<file path="config.mk">
export PLATFORM = sky130hd
export DESIGN_NAME = serial_add32
export DESIGN_NICKNAME = d
export VERILOG_FILES = /design/src/rtl/serial_add32.sv
export SDC_FILE = /design/constraint.sdc
export NUM_CORES = 1
export LEC_CHECK = 0
export ABC_AREA = 0
export CORE_MARGIN = 5
export CORE_UTILIZATION = 54
export DETAILED_ROUTE_END_ITERATION = 8
export GPL_TIMING_DRIVEN = 0
export PLACE_DENSITY_LB_ADDON = 0.08
export SLEW_MARGIN = 10
export SYNTH_ARGS = -nofsm -noshare
export SYNTH_HDL_FRONTEND = slang
export SYNTH_SLANG_ARGS = --single-unit
</file>
<file path="constraint.sdc">
create_clock -name clk -period 5.8 [get_ports clk]
set_input_delay 1.16 -clock clk [delete_from_list [all_inputs] [get_ports clk]]
set_output_delay 1.16 -clock clk [all_outputs]
set_load 0.01 [all_outputs]
</file>
<file path="src/rtl/serial_add32.sv">
// Slice-serial adder: x = d + y + cin, one SLICE-bit ripple add per clock,
// least-significant slice first, with a start/busy/done handshake.
module serial_add32 #(
    parameter int WIDTH = 32,
    parameter int SLICE = 4
) (
    input  logic             clk,
    input  logic             reset,
    input  logic             start,
    input  logic [WIDTH-1:0] d,
    input  logic [WIDTH-1:0] y,
    input  logic             cin,
    output logic             busy,
    output logic             done,
    output logic [WIDTH-1:0] x,
    output logic             cout,
    output logic             overflow
);

    // state  | meaning
    // S_IDLE | waiting for start, result registers hold the last answer
    // S_RUN  | adding slice cnt_q, LSB slice first
    // S_DONE | one-cycle done pulse, a new start is accepted here too

    localparam int N  = WIDTH / SLICE;
    localparam int CW = (N > 1) ? $clog2(N) : 1;

    typedef enum logic [1:0] {
        S_IDLE,
        S_RUN,
        S_DONE
    } state_t;

    state_t           state_q, state_d;
    logic [CW-1:0]    cnt_q, cnt_d;
    logic [WIDTH-1:0] d_q, d_d;
    logic [WIDTH-1:0] y_q, y_d;
    logic             carry_q, carry_d;
    logic [WIDTH-1:0] x_q, x_d;
    logic             cout_q, cout_d;
    logic             ovf_q, ovf_d;

    logic [SLICE-1:0] d_sl, y_sl, sum_sl;
    logic             c_msb, c_out;

    // Ripple through the slice bit by bit; the carry entering the top bit
    // is only meaningful on the last slice, where it feeds overflow.
    always_comb begin
        logic c;
        d_sl   = d_q[cnt_q*SLICE +: SLICE];
        y_sl   = y_q[cnt_q*SLICE +: SLICE];
        sum_sl = '0;
        c      = carry_q;
        c_msb  = 1'b0;
        for (int b = 0; b < SLICE; b++) begin
            sum_sl[b] = d_sl[b] ^ y_sl[b] ^ c;
            if (b == SLICE - 1) c_msb = c;
            c = (d_sl[b] & y_sl[b]) | (c & (d_sl[b] ^ y_sl[b]));
        end
        c_out = c;
    end

    always_comb begin
        state_d = state_q;
        cnt_d   = cnt_q;
        d_d     = d_q;
        y_d     = y_q;
        carry_d = carry_q;
        x_d     = x_q;
        cout_d  = cout_q;
        ovf_d   = ovf_q;
        case (state_q)
            S_IDLE, S_DONE: begin
                if (start) begin
                    d_d     = d;
                    y_d     = y;
                    carry_d = cin;
                    cnt_d   = '0;
                    x_d     = '0;
                    cout_d  = 1'b0;
                    ovf_d   = 1'b0;
                    state_d = S_RUN;
                end else begin
                    state_d = S_IDLE;
                end
            end
            S_RUN: begin
                x_d[cnt_q*SLICE +: SLICE] = sum_sl;
                carry_d = c_out;
                if (cnt_q == CW'(N - 1)) begin
                    cout_d  = c_out;
                    ovf_d   = c_msb ^ c_out;
                    state_d = S_DONE;
                end else begin
                    cnt_d = cnt_q + CW'(1);
                end
            end
            default: state_d = S_IDLE;
        endcase
    end

    always_ff @(posedge clk) begin
        if (reset) begin
            state_q <= S_IDLE;
            cnt_q   <= '0;
            d_q     <= '0;
            y_q     <= '0;
            carry_q <= 1'b0;
            x_q     <= '0;
            cout_q  <= 1'b0;
            ovf_q   <= 1'b0;
        end else begin
            state_q <= state_d;
            cnt_q   <= cnt_d;
            d_q     <= d_d;
            y_q     <= y_d;
            carry_q <= carry_d;
            x_q     <= x_d;
            cout_q  <= cout_d;
            ovf_q   <= ovf_d;
        end
    end

    assign busy     = (state_q == S_RUN);
    assign done     = (state_q == S_DONE);
    assign x        = x_q;
    assign cout     = cout_q;
    assign overflow = ovf_q;

endmodule

</file>
==> flow_summary_export.csv <==
group,metric,value,unit
synth,yosysUniqueCellTypes,42,
place,port_buffers,103,
synth,syn_inst,492,
global_route,use_met1,0.291,
synth,yosys_register_bits,104,
synth,synth_top_area_frac,0.469,
critical_path,r2r_end,"x[19]",
critical_path,cp.required,6.11,ns
floorplanning,core-area,8090,um2
clock_network,cts_setup_buffers,0,
detailed_routing,drc,0,
synth,synth.avg_cell_area,9.02,um2
synth,synth-async-reset-ratio,0,
detailed_routing,drt_first_pass_iters,5,
clock_network,ctsResizeCount,0,
floorplanning,start_util,0.548,
global_route,top_usage_layer,"met2",
critical_path,path_class,"flop to flop",
sta,slew_headroom,0.586,
sta,min_period,4.10,ns
clock_network,clk_pin_slew,0.09,ns
synth,synth_area,4440,um2
critical_path,critPathLaunchType,"flop",
global_route,grt_usage,0.234,
synth,synth_common_cells,"nand2_1, dfxtp_1, a21oi_1",
layout,regArea,2080,um2
power,irDropWorstVdd,0.000134,V
place,dp_cells,700,
sta,fin_skew,0.00931,ns
detailed_routing,drt_iter0_drc,182,
layout,layout.nets,685,
critical_path,end_kind,"flop",
synth,synth_top_area_cell,"dfxtp_1",
synth,synth.most_common_cell,"nand2_1",
power,total_leakage_power,2.14,nW
layout,fin_cells,715,
run_status,status,"completed",
sta,max_freq,0.244,GHz
detailed_routing,avgRoutedWirePerCell,16.2,um
global_route,grt_max_degree,17,
detailed_routing,vias_per_cell,5.61,
clock_network,cts_tree,"yes",
job,max_cap_violations,0,
layout,diodes,0,
synth,ys_warn_count,0,
critical_path,ff2ff_path_depth,13,
sta,tightest_slew,0.619,ns
clock_network,cts_sinks,104,
layout,syn2layout_area_growth,30.9,%
synth,synth_seq_area_share,0.469,
floorplanning,dieArea,10100,um2
place,gp_congestion,0.866,
sta,setup_violations,0,
floorplanning,die_x,101,um
clock_network,htreeDepth,3,
layout,multiInputGateArea,2150,um2
floorplanning,std_cell_rows,33,
worst_hold_path,hold_path_end,"d_q[22]",
global_route,grt_pass1_vias,4011,
layout,drive_gt1_frac,0.0803,
clock_network,numCtsBuffers,9,
global_route,met3_usage,0.0353,
synth,syn_nets,571,
detailed_routing,drt-total-wl,11.6,mm
clock_network,root_buffer,"clkbuf_8",
sta,rsz0062_at_grt,"false",
critical_path,cp_max_fo,10,
clock_network,hold_buffers,0,
critical_path,rrSetupSlack,1.70,ns
layout,fillCellCount,671,
sta,hold_viol,0,
global_route,grt_pass1_wl,18.8,mm
global_route,overflow,0,
worst_hold_path,hp-start,"d_q[22]",
sta,slew_violations,0,
floorplanning,ios,104,
synth,synth_edf_count,0,
place,dp_hpwl,8.86,mm
global_route,grtUsageMet2,0.405,
detailed_routing,detail-route-antenna-nets,0,
clock_network,cts.path.max_buffers,2,
critical_path,r2r_start,"cnt_q[1]",
power,total_power,1.48,mW
floorplanning,dieHeight,101,um
critical_path,critPathArrivalTime,4.41,ns
clock_network,clock_latency,0.36,ns
worst_hold_path,hold_depth,2,
power,power_density,255,nW/um2
synth,synth.area.top_cells,"dfxtp_1, nand2_1, a21oi_1, a32o_1, mux2i_1",
worst_hold_path,hp-class,"flop to flop",
detailed_routing,vias,4011,
synth,synth_ff_type,"dfxtp_1",
global_route,antenna_found_initial,0,
sta,min_period_over_period,0.707,
sta,setup_tns,0,ns
==> final cells by class <==
cell class                 count  area share
multi-input combinational    342       0.371
sequential                   104       0.358
timing repair buffer         103       0.177
buffer                        34      0.0267
tap                          105      0.0226
clock buffer                  10      0.0220
clock inverter                 5      0.0142
inverter                      12     0.00775
==> worst max path at each step <==
stage | startpoint | end | slack (ns) | depth (start not counted)
floorplan | cnt_q[1] | x[19] | 2.46 | 13
global placement | cnt_q[1] | x[27] | 1.84 | 13
detailed placement | cnt_q[1] | x[19] | 1.76 | 13
CTS | cnt_q[1] | x[19] | 1.72 | 13
global route | cnt_q[1] | x[19] | 1.50 | 13
finish | cnt_q[1] | x[19] | 1.70 | 13
==> state kept, by name, indices dropped and copies added (netlist names) <==
register	cells
x	32
carry_q	1
y_q	32
state_q	2
d_q	32
cout	1
overflow	1
cnt_q	3
==> metrics by stage <==
stage / hold WS (ns) / utilization / area, um2 / worst slack, ns
after global routing: 0.478 / 0.718 / 5810 / 1.50
after detailed placement: 0.446 / 0.692 / 5600 / 1.76
final: 0.459 / 0.718 / 5810 / 1.70
after floorplan: 0.433 / - / 4440 / 2.46
after global placement: 0.440 / 0.692 / 5600 / 1.84
after CTS: 0.460 / 0.718 / 5810 / 1.72
==> logic make-up after synthesis <==
| family | synth area share |
|---|---|
| XOR/XNOR | 0.00197 |
| multiplexers | 0.0964 |
| flip-flops | 0.469 |
| adder cells (fa/ha/maj) | 0.0378 |
| AND/OR/NAND/NOR | 0.181 |
| AO/OA/AOI/OAI | 0.169 |
| buffers and inverters | 0.0451 |
==> where the power goes <==
group	total [mW]	leakage (nW)	switching [mW]	internal, mW
clock network	0.480	0.106	0.238	0.242
registers	0.762	0.849	0.0182	0.744
logic	0.240	1.19	0.130	0.109
total	1.48	2.14	0.386	1.10
==> metal layers <==
metal / routed length (um) / part of all wire / vias to the layer above
met5: 0 / 0 / -
met2: 5740 / 0.49 / 125
met1: 4900 / 0.42 / 1917
met3: 660 / 0.057 / 20
li1: - / - / 1949
met4: 300 / 0.026 / 0
==> critical path, stage by stage (launching register included) <==
cell	delay (ns)
dfxtp_1	0.43
buf_2	0.29
buf_2	0.37
mux2i_1	0.14
a22oi_1	0.22
o21ai_0	0.17
fa_1	0.41
inv_1	0.07
fa_1	0.15
inv_1	0.05
fa_1	0.42
fa_1	0.53
nor2_1	0.51
mux2_2	0.27
==> placed cells by master, fill, tap and decap left out, types with 3 or more instances in the layout <==
cell type / instances
nor2b_1: 6
o32ai_1: 5
clkbuf_1: 13
o21ai_0: 6
clkbuf_8: 9
a21oi_1: 70
nand2_1: 135
a22oi_1: 6
clkdlybuf4s50_1: 103
dfxtp_1: 104
nor2_1: 8
buf_2: 13
mux4_2: 8
inv_1: 11
and3_1: 9
ha_1: 7
nand4_1: 3
buf_1: 7
nand3_1: 9
mux2_2: 6
a32o_1: 20
fa_1: 4
mux2i_1: 18
Note: power is estimated with default switching activity, not from simulation.
